File: config.mk
export PLATFORM = sky130hd
export DESIGN_NAME = wiscsc15_mc_ctrl
export DESIGN_NICKNAME = d
export VERILOG_FILES = /design/src/rtl/wiscsc15_pkg.sv /design/src/rtl/wiscsc15_opc_decode.sv /design/src/rtl/wiscsc15_mc_ctrl.sv
export SDC_FILE = /design/constraint.sdc
export NUM_CORES = 1
export LEC_CHECK = 0
export BUFFER_PORTS_ARGS = -buffer_cell sky130_fd_sc_hd__buf_2
export CAP_MARGIN = 20
export CORE_MARGIN = 5
export CORE_UTILIZATION = 48
export CTS_CLUSTER_SIZE = 28
export DETAILED_ROUTE_END_ITERATION = 10
export GPL_ROUTABILITY_DRIVEN = 0
export GPL_TIMING_DRIVEN = 0
export PLACE_DENSITY_LB_ADDON = 0.2
export SLEW_MARGIN = 20
export SYNTH_ARGS = -nofsm -noshare
export SYNTH_HDL_FRONTEND = slang
export SYNTH_SLANG_ARGS = --single-unit
File: constraint.sdc
create_clock -name clk -period 1.8 [get_ports clk]
set_input_delay 0.09 -clock clk [delete_from_list [all_inputs] [get_ports clk]]
set_output_delay 0.09 -clock clk [all_outputs]
set_load 0.05 [all_outputs]
File: src/rtl/wiscsc15_pkg.sv
// ============================================================================
//  Module  : wiscsc15_pkg
//  Purpose : Shared opcodes, instruction classes, sequencer states and
//            datapath select encodings for the WISC-SC15 multi-cycle control.
//  Revision: 1.0  initial release
// ============================================================================
`default_nettype none

package wiscsc15_pkg;

    localparam logic [3:0] OPC_ADD     = 4'h0;
    localparam logic [3:0] OPC_PADDSB  = 4'h1;
    localparam logic [3:0] OPC_SUB     = 4'h2;
    localparam logic [3:0] OPC_NAND    = 4'h3;
    localparam logic [3:0] OPC_XOR     = 4'h4;
    localparam logic [3:0] OPC_INC     = 4'h5;
    localparam logic [3:0] OPC_SRA     = 4'h6;
    localparam logic [3:0] OPC_SL      = 4'h7;
    localparam logic [3:0] OPC_LW      = 4'h8;
    localparam logic [3:0] OPC_SW      = 4'h9;
    localparam logic [3:0] OPC_LHB     = 4'hA;
    localparam logic [3:0] OPC_LLB     = 4'hB;
    localparam logic [3:0] OPC_B       = 4'hC;
    localparam logic [3:0] OPC_CALL    = 4'hD;
    localparam logic [3:0] OPC_RET     = 4'hE;
    localparam logic [3:0] OPC_ILLEGAL = 4'hF;

    typedef enum logic [3:0] {
        CLS_ARITH     = 4'd0,
        CLS_ARITH_IMM = 4'd1,
        CLS_LW        = 4'd2,
        CLS_SW        = 4'd3,
        CLS_LHB       = 4'd4,
        CLS_LLB       = 4'd5,
        CLS_B         = 4'd6,
        CLS_CALL      = 4'd7,
        CLS_RET       = 4'd8,
        CLS_ILLEGAL   = 4'd9
    } cls_t;

    typedef enum logic [2:0] {
        ST_HALT   = 3'd0,
        ST_FETCH  = 3'd1,
        ST_DECODE = 3'd2,
        ST_EXEC   = 3'd3,
        ST_MEM    = 3'd4,
        ST_WB     = 3'd5
`ifdef WISC_CTRL_ILLEGAL_TRAP_EN
        , ST_TRAP = 3'd6
`endif
    } state_t;

    localparam logic       PC_SRC_NEXT   = 1'b0;
    localparam logic       PC_SRC_DM     = 1'b1;
    localparam logic       RF_WSRC_RD    = 1'b0;
    localparam logic       RF_WSRC_SP    = 1'b1;
    localparam logic [1:0] RF_RSRC1_RS   = 2'd0;
    localparam logic [1:0] RF_RSRC1_RD   = 2'd1;
    localparam logic [1:0] RF_RSRC1_SP   = 2'd2;
    localparam logic [1:0] RF_RSRC2_RT   = 2'd0;
    localparam logic [1:0] RF_RSRC2_RD   = 2'd1;
    localparam logic       ALU_SRC1_REG  = 1'b0;
    localparam logic       ALU_SRC1_ZERO = 1'b1;
    localparam logic [1:0] ALU_SRC2_REG  = 2'd0;
    localparam logic [1:0] ALU_SRC2_IMM  = 2'd1;
    localparam logic [1:0] ALU_SRC2_ONE  = 2'd2;
    localparam logic [1:0] ALU_SRC2_IMM8 = 2'd3;
    localparam logic       DM_IN_REG     = 1'b0;
    localparam logic       DM_IN_PC      = 1'b1;
    localparam logic       DM_ADDR_ALU   = 1'b0;
    localparam logic       DM_ADDR_SP    = 1'b1;
    localparam logic [1:0] RF_DATA_ALU   = 2'd0;
    localparam logic [1:0] RF_DATA_DM    = 2'd1;
    localparam logic [1:0] RF_DATA_LHB   = 2'd2;
    localparam logic [1:0] RF_DATA_LLB   = 2'd3;

    typedef struct packed {
        logic       pc_src;
        logic       rf_wsrc;
        logic [1:0] rf_rsrc1;
        logic [1:0] rf_rsrc2;
        logic       alu_src1;
        logic [1:0] alu_src2;
        logic       sel_call;
        logic       sel_branch;
        logic       dm_in;
        logic       dm_addr;
        logic [1:0] rf_data;
    } sel_t;

    localparam sel_t SEL_IDLE = '0;

    // Select set held for the whole path of one instruction class.
    function automatic sel_t class_sels(input cls_t cls);
        sel_t s;
        s = SEL_IDLE;
        case (cls)
            CLS_ARITH: begin
                s.alu_src2 = ALU_SRC2_REG;
            end
            CLS_ARITH_IMM: begin
                s.alu_src2 = ALU_SRC2_IMM;
            end
            CLS_LW: begin
                s.alu_src2 = ALU_SRC2_IMM;
                s.dm_addr  = DM_ADDR_ALU;
                s.rf_data  = RF_DATA_DM;
            end
            CLS_SW: begin
                s.alu_src2 = ALU_SRC2_IMM;
                s.rf_rsrc2 = RF_RSRC2_RD;
                s.dm_in    = DM_IN_REG;
            end
            CLS_LHB: begin
                s.rf_rsrc1 = RF_RSRC1_RD;
                s.alu_src2 = ALU_SRC2_IMM8;
                s.rf_data  = RF_DATA_LHB;
            end
            CLS_LLB: begin
                s.alu_src1 = ALU_SRC1_ZERO;
                s.alu_src2 = ALU_SRC2_IMM8;
                s.rf_data  = RF_DATA_LLB;
            end
            CLS_B: begin
                s.sel_branch = 1'b1;
            end
            CLS_CALL: begin
                s.sel_call = 1'b1;
                s.rf_rsrc1 = RF_RSRC1_SP;
                s.rf_wsrc  = RF_WSRC_SP;
                s.alu_src2 = ALU_SRC2_ONE;
                s.dm_addr  = DM_ADDR_SP;
                s.dm_in    = DM_IN_PC;
            end
            CLS_RET: begin
                s.pc_src   = PC_SRC_DM;
                s.rf_rsrc1 = RF_RSRC1_SP;
                s.rf_wsrc  = RF_WSRC_SP;
                s.alu_src2 = ALU_SRC2_ONE;
                s.dm_addr  = DM_ADDR_SP;
            end
            default: ;
        endcase
        return s;
    endfunction

endpackage

`default_nettype wire

File: src/rtl/wiscsc15_opc_decode.sv
// ============================================================================
//  Module  : wiscsc15_opc_decode
//  Purpose : Combinational opcode to instruction-class and path-flag decode.
//  Revision: 1.0  initial release
// ============================================================================
`default_nettype none

module wiscsc15_opc_decode
    import wiscsc15_pkg::*;
(
    input  logic [3:0] opcode,
    output cls_t       cls,
    output logic       needs_exec,
    output logic       needs_mem,
    output logic       mem_is_write,
    output logic       needs_wb
);

    always_comb begin
        cls = CLS_ILLEGAL;
        case (opcode)
            OPC_ADD, OPC_PADDSB, OPC_SUB, OPC_NAND, OPC_XOR: cls = CLS_ARITH;
            OPC_INC, OPC_SRA, OPC_SL:                        cls = CLS_ARITH_IMM;
            OPC_LW:                                          cls = CLS_LW;
            OPC_SW:                                          cls = CLS_SW;
            OPC_LHB:                                         cls = CLS_LHB;
            OPC_LLB:                                         cls = CLS_LLB;
            OPC_B:                                           cls = CLS_B;
            OPC_CALL:                                        cls = CLS_CALL;
            OPC_RET:                                         cls = CLS_RET;
            default:                                         cls = CLS_ILLEGAL;
        endcase
    end

    always_comb begin
        needs_exec   = 1'b1;
        needs_mem    = 1'b0;
        mem_is_write = 1'b0;
        needs_wb     = 1'b0;
        case (cls)
            CLS_ARITH, CLS_ARITH_IMM: needs_wb = 1'b1;
            CLS_LW: begin
                needs_mem = 1'b1;
                needs_wb  = 1'b1;
            end
            CLS_SW: begin
                needs_mem    = 1'b1;
                mem_is_write = 1'b1;
            end
            CLS_LHB, CLS_LLB: begin
                needs_exec = 1'b0;
                needs_wb   = 1'b1;
            end
            CLS_B: ;
            CLS_CALL: begin
                needs_mem    = 1'b1;
                mem_is_write = 1'b1;
                needs_wb     = 1'b1;
            end
            CLS_RET: begin
                needs_mem = 1'b1;
                needs_wb  = 1'b1;
            end
            default: needs_exec = 1'b0;
        endcase
    end

endmodule

`default_nettype wire

File: src/rtl/wiscsc15_mc_ctrl.sv
// ============================================================================
//  Module  : wiscsc15_mc_ctrl
//  Purpose : Multi-cycle FETCH/DECODE/EXEC/MEM/WB sequencer with IM/DM
//            handshakes. Define WISC_CTRL_ILLEGAL_TRAP_EN to trap on 4'hF.
//  Revision: 1.0  initial release
// ============================================================================
`default_nettype none

module wiscsc15_mc_ctrl
    import wiscsc15_pkg::*;
#(
    parameter int ALUOP_W     = 3,
    parameter int TMO_W       = 4,
    parameter int MEM_TIMEOUT = 12
) (
    input  logic               clk,
    input  logic               rst,
    input  logic               halt_req,
    output logic               im_req,
    input  logic               im_ack,
    input  logic [3:0]         opcode,
    input  logic               cond_true,
    output logic               dm_req,
    input  logic               dm_ack,
    output logic               ir_we,
    output logic               pc_we,
    output logic               pc_src,
    output logic               rf_w,
    output logic               rf_wsrc,
    output logic [1:0]         rf_rsrc1,
    output logic [1:0]         rf_rsrc2,
    output logic               alu_src1,
    output logic [1:0]         alu_src2,
    output logic               sel_call,
    output logic               sel_branch,
    output logic               dm_in,
    output logic               dm_addr,
    output logic               dm_read,
    output logic               dm_write,
    output logic [1:0]         rf_data,
    output logic [ALUOP_W-1:0] aluop,
    output logic               busy,
    output logic               mem_err,
    output logic               trap
);

    state_t           r_state;
    logic [3:0]       r_opc;
    logic [TMO_W-1:0] r_cnt;
    logic             r_mem_err;

    cls_t w_cls;
    logic w_needs_exec;
    logic w_needs_mem;
    logic w_mem_is_write;
    logic w_needs_wb;
    logic w_ill;
    logic w_in_path;
    logic w_in_mem;
    logic w_mem_last;
    logic w_pc_we;
    sel_t w_sel;

    wiscsc15_opc_decode u_dec (
        .opcode       (r_opc),
        .cls          (w_cls),
        .needs_exec   (w_needs_exec),
        .needs_mem    (w_needs_mem),
        .mem_is_write (w_mem_is_write),
        .needs_wb     (w_needs_wb)
    );

    assign w_ill      = (w_cls == CLS_ILLEGAL);
    assign w_in_path  = r_state inside {ST_DECODE, ST_EXEC, ST_MEM, ST_WB};
    assign w_in_mem   = (r_state == ST_MEM);
    assign w_mem_last = (r_cnt == TMO_W'(MEM_TIMEOUT - 1));

    always_ff @(posedge clk or posedge rst) begin
        if (rst) begin
            r_state   <= ST_FETCH;
            r_opc     <= '0;
            r_cnt     <= '0;
            r_mem_err <= 1'b0;
        end else begin
            case (r_state)
                ST_FETCH: begin
                    if (halt_req) begin
                        r_state <= ST_HALT;
                    end else if (im_ack) begin
                        r_opc   <= opcode;
                        r_state <= ST_DECODE;
                    end
                end
                ST_HALT: begin
                    if (!halt_req)
                        r_state <= ST_FETCH;
                end
                ST_DECODE: begin
                    if (w_ill)
`ifdef WISC_CTRL_ILLEGAL_TRAP_EN
                        r_state <= ST_TRAP;
`else
                        r_state <= ST_FETCH;
`endif
                    else if (w_needs_exec)
                        r_state <= ST_EXEC;
                    else if (w_needs_wb)
                        r_state <= ST_WB;
                    else
                        r_state <= ST_FETCH;
                end
                ST_EXEC: begin
                    if (w_needs_mem)
                        r_state <= ST_MEM;
                    else if (w_needs_wb)
                        r_state <= ST_WB;
                    else
                        r_state <= ST_FETCH;
                end
                ST_MEM: begin
                    // An ack on the final wait cycle still completes normally.
                    if (dm_ack) begin
                        r_cnt   <= '0;
                        r_state <= w_needs_wb ? ST_WB : ST_FETCH;
                    end else if (w_mem_last) begin
                        r_cnt     <= '0;
                        r_mem_err <= 1'b1;
                        r_state   <= ST_FETCH;
                    end else begin
                        r_cnt <= r_cnt + TMO_W'(1);
                    end
                end
                ST_WB: r_state <= ST_FETCH;
`ifdef WISC_CTRL_ILLEGAL_TRAP_EN
                ST_TRAP: r_state <= ST_TRAP;
`endif
                default: r_state <= ST_FETCH;
            endcase
        end
    end

    always_comb begin
        w_pc_we = 1'b0;
        case (r_state)
`ifndef WISC_CTRL_ILLEGAL_TRAP_EN
            ST_DECODE: w_pc_we = w_ill;
`endif
            ST_EXEC:   w_pc_we = (w_cls == CLS_B) && cond_true;
            ST_MEM:    w_pc_we = dm_ack && !w_needs_wb;
            ST_WB:     w_pc_we = 1'b1;
            default:   w_pc_we = 1'b0;
        endcase
    end

    assign w_sel = w_in_path ? class_sels(w_cls) : SEL_IDLE;

    // im_req and busy are state-derived but must read 0 while rst is held.
    assign im_req     = !rst && (r_state == ST_FETCH) && !halt_req;
    assign ir_we      = im_req && im_ack;
    assign busy       = !rst && (r_state != ST_HALT);
    assign dm_req     = w_in_mem;
    assign dm_write   = w_in_mem && w_mem_is_write;
    assign dm_read    = w_in_mem && !w_mem_is_write;
    assign rf_w       = (r_state == ST_WB);
    assign pc_we      = w_pc_we;
    assign mem_err    = r_mem_err;
    assign aluop      = (w_in_path && !w_ill) ? ALUOP_W'(r_opc[2:0]) : '0;

    assign pc_src     = w_sel.pc_src;
    assign rf_wsrc    = w_sel.rf_wsrc;
    assign rf_rsrc1   = w_sel.rf_rsrc1;
    assign rf_rsrc2   = w_sel.rf_rsrc2;
    assign alu_src1   = w_sel.alu_src1;
    assign alu_src2   = w_sel.alu_src2;
    assign sel_call   = w_sel.sel_call;
    assign sel_branch = w_sel.sel_branch;
    assign dm_in      = w_sel.dm_in;
    assign dm_addr    = w_sel.dm_addr;
    assign rf_data    = w_sel.rf_data;

`ifdef WISC_CTRL_ILLEGAL_TRAP_EN
    assign trap = (r_state == ST_TRAP);
`else
    assign trap = 1'b0;
`endif

endmodule

`default_nettype wire
==> summary.md, run 1 <==
| Metric | Value |
|---|---|
| Status | finished, violations left |
| Failing checks | negative setup slack |
| IO Pins | 38 |
| Main synth FF type | dfrtp_1 |
| Top cell type by total area after synthesis | dfrtp_1 |
| Final Total Pwr | between 0.003 and 0.004 W |
| Number of global-route vias before repair | 1320 |
| GRT overflow | 0 |
| Top cells by count, synth | nor2_1 (15), nand2_1 (14), dfrtp_1 (11) |
| Final Core Density | between 90 and 100% |
| Ant diodes | 0 |
| Worst path most repeated cell | buf_4 |
| Area growth syn-to-layout | 87.52% |
| Main area contributors after synthesis | dfrtp_1 (27%), mux2_2 (5.6%), nor2_1 (5.6%), nand2_1 (5.2%), nor2b_1 (4.9%) |
| Final setup vio count | 20 |
| P_leak | 0.8709 nW |
| # clock sinks | 12 |
| Clock transition at the registers of the reported paths | 0.09 ns |
| Yosys top cell area share | 27.19% |
| Critical path's slowest cell | dfrtp_1 |
| NumNets Final | 208 |
| Reg-to-reg slack, setup | 0.10 ns |
| Routed Antenna Nets | 0 |
| Hold Vio Cnt, Final | 0 |
| Max-slew violation count | 0 |
| # rows | 16 |
| DIE HEIGHT | ~56 microns |
| EDFF count, synth | 0 |
| H-tree depth | 1 |
| Die width | 55.92 microns |
| Synth Register Bits | 12 |
| Final setup TNS | -2.913 ns |
| Vias per Instance | roughly 6.7 |
| Port Buf Inserts | 35 |
| TritonCTS clock tree | done |
| Hold slack | approximately 0.02 ns |
| Fmax | roughly 0.47 GHz |
| Mapped Area | about 1000 sq um |
| First drt pass iteration count | 5 |
| Top-count cell post-synth | nor2_1 |
| CTS max path bufs | 2 |
| Synth Area per Inst | 7.786 sq um |
| Distinct cells, synth | between 40 and 50 |
| Max-cap violation count | 0 |
| TritonCTS Buffers | 3 |
| Detailed Place HPWL | approximately 2000 microns |
| Clk Tree Root Cell | clkbuf_4 |
| Core area | 1982 sq um |
| WP data arrival | slightly above 2 ns |
| Sequential area share after synthesis | approximately 30% |
| Gr usage total | about 27% |
| Crit. End Element | primary output |
| Final WS setup | -0.3208 ns |
| Per-cell routed wire length | about 26 microns |
| DRC viols | 0 |
| Required time of the critical path | roughly 1.7 ns |
| Crit-path max FO | 10 |
| PD cells | slightly above 2000 nW/um^2 |
| Async set-reset flop share out of synthesis | 100.0% |
| Synth warnings | 0 |
| Largest net degree at the start of global routing | 14 |
| CP peak stage delay | between 0.4 and 0.5 ns |
| Initial Util | between 50% and 60% |
| First-pass GRT wire length | about 6600 microns |
| Tcrit/Tclk final | 117.8% |
| Cells after Synth | 130 |
| Initial antenna violation count | 0 |
| Worst VDD drop | about 0.0016 V |
| Critical-path cell list | buf_4 > buf_12 > xor2_1 > nor2_2 > o21ai_4 > buf_4 > a21oi_2 > buf_6 |
| Min-Delay Path Class | input port to flip-flop |
| # fillers | 47 |
| Crit path time final | around 2.1 ns |
| Total wire length | ~5700 microns |
| Fraction of layout cells with a size suffix above 1 | between 60% and 70% |
| Vias | roughly 1.5k |
| WS Path Type | flip-flop to primary output |
| Clk_lat worst skew | approximately 0.30 ns |
| Clock skew | 0.0009400 ns |
| RSZ-0062 raised after global routing | true |
| Die area | between 3000 and 4000 sq um |
| DRT iter0 DRCs | 119 |
| Worst setup SP type | flip-flop |
## worst paths after layout
| check | from | endpoint | cells after the start |
|---|---|---|---|
| max reg2reg | r_opc[1] | r_state[2] | 7 |
| max | r_opc[1] | rf_rsrc1[1] | 8 |
| min in group asynchronous | rst | r_state[2] | 3 |
| min reg2reg | mem_err | mem_err | 1 |
| max in group asynchronous | rst | r_state[0] | 3 |
| min | opcode[1] | r_opc[1] | 2 |
## through the flow
step	cell area, sq um	setup slack [ns]	instances
floorplan	1096	-0.2293	131
global placement	1305	-0.2487	193
detailed placement	1305	-0.2941	193
CTS	1730	-0.2706	214
global route	1898	-0.3657	222
finish	1898	-0.3208	222
## logic make-up (layout without fill, tap and decap cells)
logic type	Yosys count	after routing	synth area share [%]
buf+inv	16	80	8.157
other cells	1	2	0.3705
mux	5	5	5.562
fa+ha+maj	2	2	2.472
compound gates	30	30	19.90
flops	12	12	29.79
simple gates	63	63	32.88
xor+xnor	1	1	0.8654
## per-layer routing
| metal | GRT usage, % | vias to the layer above | share of wire, % | wire length, microns |
|---|---|---|---|---|
| met5 | 0 | - | 0 | 0 |
| met4 | 15.93 | 0 | 8.3 | 471 |
| met3 | 4.872 | 52 | 12 | 700 |
| met2 | 45.78 | 168 | 46 | 2625 |
| met1 | 31.41 | 683 | 33 | 1899 |
| li1 | - | 584 | - | - |
## where the power goes
group / switching (W) / internal, W / total (W)
Sequential: 0.000174 / 0.000393 / 0.000567
Combinational: 0.00177 / 0.00129 / 0.00306
Clock: 0.000119 / 0.000124 / 0.000243
Total: 0.00207 / 0.00181 / 0.00387
## flip-flops by register name, summed over array words and instances, names as in the netlist
signal / flops
mem_err: 1
r_cnt: 4
r_opc: 4
r_state: 3
## worst max-delay path, delay by kind of cell (launching register included)
kind,cells,cell delay (ns)
AOI/OAI and AO/OA,2,0.27
and+or+nand+nor,1,0.20
xor gates and xnor gates,1,0.17
buffers and inverters,4,0.65
DFF,1,0.43
## timing repair
item | in CTS | in global routing
setup endpoints to repair | 21 | 25
resized for setup | 74 | 33
hold buffers | 1 | 0
endpoints found under the hold margin | 11 | 0
gates cloned | 0 | 0
pin swaps | 15 | 10
buffers inserted | 16 | 9
## cell type report
cell class                 instances  area, sq um  area share [%]
multi-input combinational        103        873.3           46.01
timing repair buffer              61        534.3           28.15
sequential                        12        304.0           16.02
buffer                            10        91.34           4.812
clock buffer                       4        36.28           1.912
tap                               27        33.78           1.780
inverter                           5        25.02           1.318
## layout by cell type, fill, tap and decap left out, drive strengths merged, types with 4 or more instances in the layout
cell type  count
dfrtp         11
mux2           5
and3           6
inv            4
nor2          15
a21oi          5
buf           67
nor2b          8
nand2         14
clkbuf         7
o21ai         10
nand2b         4
and2           4
Power figures use the tool's default switching activity.
==> inputs of run 2 (changes only) <==
Settings changed: RECOVER_POWER from default to 100.
==> run 2 against run 1 <==
  * The run still ends with negative setup slack left
  * First-iteration DRC count shrank 15%
  * Register-to-register slack about the same
  * Design area is 0.20% lower
  * Combinational power barely moved
  * Worst hold slack better by 0.00054 ns
  * Die area unchanged
  * Global-route usage stayed put
  * Power is essentially flat
  * Largest cell class unchanged
==> summary.md, run 2 (same netlist as run 1, synthesis figures left out) <==
| Metric | Value |
|---|---|
| Total wire length | 5690 microns (-0.12%) |
| DRT iter0 DRCs | 101 (-15%) |
| Largest net degree at the start of global routing | 14 (unchanged) |
| Placed insts | 193 (unchanged) |
| Sw Share | 53.33% (about the same) |
| Worst VDD drop | 0.001617 V (+0.88%) |
| Clk Tree Root Cell | clkbuf_4 |
| Vias | 1490 (+0.20%) |
| IO Pins | 38 (unchanged) |
| Final Total Pwr | 0.003870 W (about the same) |
| Hold Vio Cnt, Final | 0 (unchanged) |
| Clk pwr share | 6.2% (about the same) |
| Final setup vio count | 22 (+10%) |
| DIE HEIGHT | 55.92 microns (unchanged) |
| Vias per Instance | 6.712 (+0.20%) |
| Sequential power share | 14.6% (about the same) |
| Number of global-route vias before repair | 1320 (unchanged) |
| Worst setup SP type | flip-flop |
| Fin cells | 222 (unchanged) |
| Least-Margin Pin Slew | 0.5984 ns |
| Die area | 3127 sq um (unchanged) |
| Required time of the critical path | 1.71 ns (about the same) |
| Clock transition at the registers of the reported paths | 0.09 ns (about the same) |
| First drt pass iteration count | 4 (-1) |
| # clock sinks | 12 (unchanged) |
| CP peak stage delay | 0.44 ns (about the same) |
| Core area | 1982 sq um (unchanged) |
| H-tree depth | 1 (unchanged) |
| RSZ-0062 raised after global routing | true |
| Per-cell routed wire length | 25.63 microns (-0.12%) |
| Detailed Place HPWL | 2007 microns (unchanged) |
| Failing checks | negative setup slack |
| WP buf/inv | 4 (unchanged) |
| Most common cell after layout, fill and taps aside | buf_4 |
| Final WS setup | -0.3201 ns (+0.0006520 ns) |
| Routed Antenna Nets | 0 (unchanged) |
| Gr usage total | 26.97% (unchanged) |
| GRT overflow | 0 (unchanged) |
| Crit-path max FO | 10 (unchanged) |
| Status | finished, violations left |
| Crit. End Element | primary output |
| Min-Delay Path Class | input port to flip-flop |
| Int Pwr | 0.001806 W (about the same) |
| WP data arrival | 2.03 ns (about the same) |
| Clock skew | 0.002184 ns (+0.001244 ns) |
| Die width | 55.92 microns (unchanged) |
| Fraction of layout cells with a size suffix above 1 | 63.08% (-0.51 points) |
| PD cells | 2043 nW/um^2 (+0.13%) |
| Ant diodes | 0 (unchanged) |
| Initial Util | 51.07% (unchanged) |
| Port Buf Inserts | 35 (unchanged) |
| Most frequent cells in the layout | buf_4 (26), buf_6 (20), buf_2 (14) |
| Worst slack after detailed placement | -0.2941 ns (unchanged) |
| DRC viols | 0 (unchanged) |
| Clk_lat worst skew | 0.30 ns (about the same) |
| Switching power | 0.002064 W (-0.10%) |
| Rel. slew slack | about three fifths |
| Critical path's slowest cell | dfrtp_1 |
| Fmax | 0.4717 GHz (about the same) |
| Combinational power share | 79.2% (about the same) |
| P_leak | 0.8664 nW (-0.51%) |
| Max-slew violation count | 0 (unchanged) |
| Critical-path cell list | buf_4 > buf_12 > xor2_1 > nor2_2 > o21ai_4 > buf_4 > a21oi_2 > buf_6 |
| CP top delay family | buffers and inverters |
| Top flop regs | r_cnt x4, r_opc x4, r_state x3 |
| # fillers | 49 (+4.3%) |
| TritonCTS Buffers | 3 (unchanged) |
| Worst path most repeated cell | buf_4 |
| WS Path Type | flip-flop to primary output |
| TritonCTS clock tree | done |
| NumNets Final | 208 (unchanged) |
| Max-cap violation count | 0 (unchanged) |
| First-pass GRT wire length | 6644 microns (unchanged) |
| Final Core Density | 95.58% (-0.19 points) |
| # rows | 16 (unchanged) |
| Crit path time final | 2.120 ns (-0.0006520 ns) |
| Tcrit/Tclk final | 117.8% (about the same) |
| CTS max path bufs | 2 (unchanged) |
| Area growth syn-to-layout | 87.14% |
| Initial antenna violation count | 0 (unchanged) |
## run 2: cell count changes in the layout (fill, tap and decap cells not counted)
cell / previous run / this run
clkinvlp_2: 0 / 1
clkbuf_1: 0 / 1
clkinvlp_4: 1 / 0
buf_2: 15 / 14
## run 2: area by class of cell
| type | instances | area [sq um] | area share [%] |
|---|---|---|---|
| multi-input cells | 103 | 873.3 | 46.10 |
| well taps | 27 | 33.78 | 1.783 |
| clock buffers | 4 | 36.28 | 1.915 |
| plain buffers | 10 | 91.34 | 4.822 |
| inverters | 5 | 22.52 | 1.189 |
| repair buffers | 61 | 533.0 | 28.14 |
| flip-flops and latches | 12 | 304.0 | 16.05 |
## run 2: per-layer routing
layer	vias up	part of all wire [%]	wire (microns)	GRT usage [%]
met5	-	0	0	0
met4	0	8.5	485	15.93
met2	181	46	2608	45.78
met3	56	12	709	4.872
li1	585	-	-	-
met1	668	33	1887	31.41
## run 2: what timing repair did
item | 4_1_cts | 5_1_grt
pin swaps | 15 | 10
hold buffers | 1 | 0
resized for setup | 74 | 33
setup buffers | 16 | 9
setup endpoints to repair | 21 | 25
hold endpoints to repair | 11 | 0
## run 2: metrics by stage
step / setup TNS (ns) / hold WS (ns) / area [sq um]
after floorplan: -0.2858 / -0.04098 / 1096
final: -3.130 / 0.02061 / 1894
after detailed placement: -0.5254 / 0.1498 / 1305
after global placement: -0.2989 / 0.1439 / 1305
after global routing: -4.031 / 0.02730 / 1894
after CTS: -1.160 / 0.03941 / 1730
## run 2: final timing paths
kind	startpoint	slack (ns)	cells past startpoint	endpoint
max	r_opc[1]	-0.32	8	rf_rsrc1[1]
min	opcode[1]	0.02	2	r_opc[1]
max reg2reg	r_opc[1]	0.09	6	r_state[0]
min reg2reg	mem_err	0.51	1	mem_err
max in group asynchronous	rst	1.07	3	r_state[0]
min in group asynchronous	rst	0.40	3	r_state[2]
## run 2: power by group through the flow
| stage | clock network (W) | logic, W | registers [W] |
|---|---|---|---|
| 6_report | 0.000240 | 0.00307 | 0.000564 |
| 5_1_grt | 0.000251 | 0.00316 | 0.000567 |
| 4_1_cts | 0.000222 | 0.00236 | 0.000524 |
| 3_5_place_dp | 0 | 0.00164 | 0.000530 |
| 3_3_place_gp | 0 | 0.00160 | 0.000521 |
| 2_1_floorplan | 0 | 0.00134 | 0.000496 |
==> inputs of run 3 (changes only) <==
Settings changed: CORE_ASPECT_RATIO from default to 0.7.
==> run 3 against run 2 <==
  * The flow still finishes with violations (negative setup slack)
  * Wire length decreased by 18%
  * Fmax increased by 0.56%
  * Sequential power decreased by 2%
  * Setup slack improved by 0.012 ns
  * Count of clock-buffer cells in the layout unchanged
  * Global-route usage decreased by 3.5 points
  * Design area decreased by 7.5%
  * Critical path depth unchanged
  * Sequential share of layout area increased by 1.3 points
  * Critical endpoint is now rf_wsrc
  * Highest routed layer unchanged
==> summary.md, run 3 (same netlist as run 1, synthesis figures left out) <==
| Metric | Value |
|---|---|
| GRT overflow | 0 (unchanged) |
| WS Path Type | flip-flop to primary output |
| RSZ-0062 raised after global routing | true |
| Final setup TNS | -2.872 ns (+0.2576 ns) |
| Final Total Pwr | 0.003431 W (-11%) |
| Per-cell routed wire length | 21.96 microns (-14%) |
| Clock skew | 0.004372 ns (+0.002188 ns) |
| Clk Tree Root Cell | clkbuf_4 |
| Switching power | 0.001811 W (-12%) |
| Crit-path max FO | 10 (unchanged) |
| Worst r2r dst | r_cnt[3] |
| Gr usage total | 23.47% (-3.5 points) |
| Combinational power share | 77.3% (-1.9 points) |
| Least-Margin Pin Slew | 0.6296 ns (+0.03120 ns) |
| Clk pwr share | 6.6% (+0.4 points) |
| Final setup vio count | 20 (-9.1%) |
| WP data arrival | 2.02 ns (about the same) |
| First-pass GRT wire length | 5892 microns (-11%) |
| Hold Vio Cnt, Final | 0 (unchanged) |
| Worst setup SP type | flip-flop |
| P_leak | 0.8277 nW (-4.5%) |
| DRT iter0 DRCs | 129 (+28%) |
| TritonCTS Buffers | 3 (unchanged) |
| Worst VDD drop | 0.001143 V (-29%) |
| Worst reg2reg startpoint | r_state[1] |
| Area growth syn-to-layout | 73.18% |
| PD cells | 1957 nW/um^2 (-4.2%) |
| Sw Share | 52.78% (-0.55 points) |
| Port Buf Inserts | 35 (unchanged) |
| Tcrit/Tclk final | 117.1% (-0.66 points) |
| Rel. slew slack | 58.21% (-2.1 points) |
| H-tree depth | 1 (unchanged) |
| Worst Hold Path Cells | 2 (unchanged) |
| TritonCTS clock tree | done |
| Most frequent cells in the layout | buf_4 (24), buf_2 (16), buf_6 (15) |
| Fmax | 0.4743 GHz (+0.56%) |
| Worst Setup SP | r_opc[1] |
| Int Pwr | 0.001620 W (-10%) |
| IO Pins | 38 (unchanged) |
| NumNets Final | 204 (-1.9%) |
| Largest net degree at the start of global routing | 14 (unchanged) |
| First drt pass iteration count | 5 (+1) |
| Worst R2R Path Depth | 4 (-2) |
| DRC viols | 0 (unchanged) |
| Most common cell after layout, fill and taps aside | buf_4 |
| Crit path time final | 2.108 ns (-0.01184 ns) |
| Detailed Place HPWL | 2113 microns (+5.3%) |
| Die width | 64.89 microns (+16%) |
| Max-cap violation count | 0 (unchanged) |
| Worst slack after detailed placement | -0.2717 ns (+0.02242 ns) |
| Fraction of layout cells with a size suffix above 1 | 56.02% (-7.1 points) |
| Max-slew violation count | 0 (unchanged) |
| Initial antenna violation count | 0 (unchanged) |
| Vias | 1360 (-8.7%) |
| Total wire length | 4677 microns (-18%) |
| # clock sinks | 12 (unchanged) |
| Required time of the critical path | 1.71 ns (about the same) |
| Core area | 1936 sq um (-2.3%) |
| Status | finished, violations left |
| CTS max path bufs | 2 (unchanged) |
| Ant diodes | 0 (unchanged) |
| Crit. End Element | primary output |
| Top flop regs | r_cnt x4, r_opc x4, r_state x3 |
| Routed Antenna Nets | 0 (unchanged) |
| Min-Delay Path Class | input port to flip-flop |
| Number of global-route vias before repair | 1150 (-13%) |
| # rows | 13 (-3) |
| Die area | 3142 sq um (+0.47%) |
| Reg-to-reg slack, setup | 0.04 ns (-0.05 ns) |
| Final WS setup | -0.3083 ns (+0.01184 ns) |
| Clk_lat worst skew | 0.28 ns (-0.02 ns) |
| CP endpoint | rf_wsrc |
| DIE HEIGHT | 48.42 microns (-13%) |
| Failing checks | negative setup slack |
| Clock transition at the registers of the reported paths | 0.08 ns (about the same) |
| Sequential power share | 16.1% (+1.5 points) |
| Initial Util | 52.29% (+1.2 points) |
| Vias per Instance | 6.385 (-4.9%) |
-- run 3: power by group through the flow --
stage	clock network, W	logic [W]	registers, W
2_1_floorplan	0	0.00134	0.000496
3_3_place_gp	0	0.00161	0.000524
3_5_place_dp	0	0.00163	0.000536
4_1_cts	0.000223	0.00215	0.000535
5_1_grt	0.000233	0.00277	0.000564
6_report	0.000225	0.00265	0.000553
-- run 3: metrics by stage --
step / utilization [%] / instance area (sq um) / std cells / hold slack, ns
2_1_floorplan: - / 1096 / 131 / -0.04098
3_3_place_gp: 67.10 / 1299 / 188 / 0.1449
3_5_place_dp: 67.10 / 1299 / 188 / 0.1592
4_1_cts: 82.93 / 1605 / 205 / 0.03372
5_1_grt: 90.56 / 1753 / 213 / 0.03094
6_report: 90.56 / 1753 / 213 / 0.03313
-- run 3: metal layers --
layer / global-route usage, % / wire [microns]
met5: 0 / 0
met4: 5.263 / 175
met3: 5.069 / 500
met2: 40.24 / 2184
met1: 29.96 / 1817
-- run 3: timing repair --
item / in CTS / in global routing
pin swaps: 11 / 8
buffers inserted: 12 / 9
resized for setup: 54 / 32
hold buffers: 1 / 0
setup endpoints to repair: 21 / 23
endpoints found under the hold margin: 11 / 0
-- run 3: how the worst min path moves through the flow --
stage               slack, ns         end  startpoint
floorplan               -0.04     mem_err         rst
global placement         0.14  r_state[1]         rst
detailed placement       0.16    r_cnt[2]         rst
CTS                      0.03    r_opc[1]   opcode[1]
global route             0.03    r_opc[1]   opcode[1]
finish                   0.03    r_opc[1]   opcode[1]
-- run 3: cell type report --
| class | count | area, sq um |
|---|---|---|
| Multi-Input combinational cell | 103 | 812.0 |
| Timing Repair Buffer | 57 | 471.7 |
| Sequential cell | 12 | 304.0 |
| Fill cell | 87 | 182.7 |
| Buffer | 10 | 78.83 |
| Clock buffer | 4 | 36.28 |
| Tap cell | 22 | 27.53 |
| Inverter | 5 | 22.52 |
-- run 3: critical path, stage by stage (launching register included) --
cell and delay, ns:
dfrtp_1 0.42, buf_4 0.17, buf_8 0.14, xor2_1 0.16
nor2_1 0.25, o21ai_2 0.16, a21oi_4 0.18, buf_6 0.12
buf_8 0.13
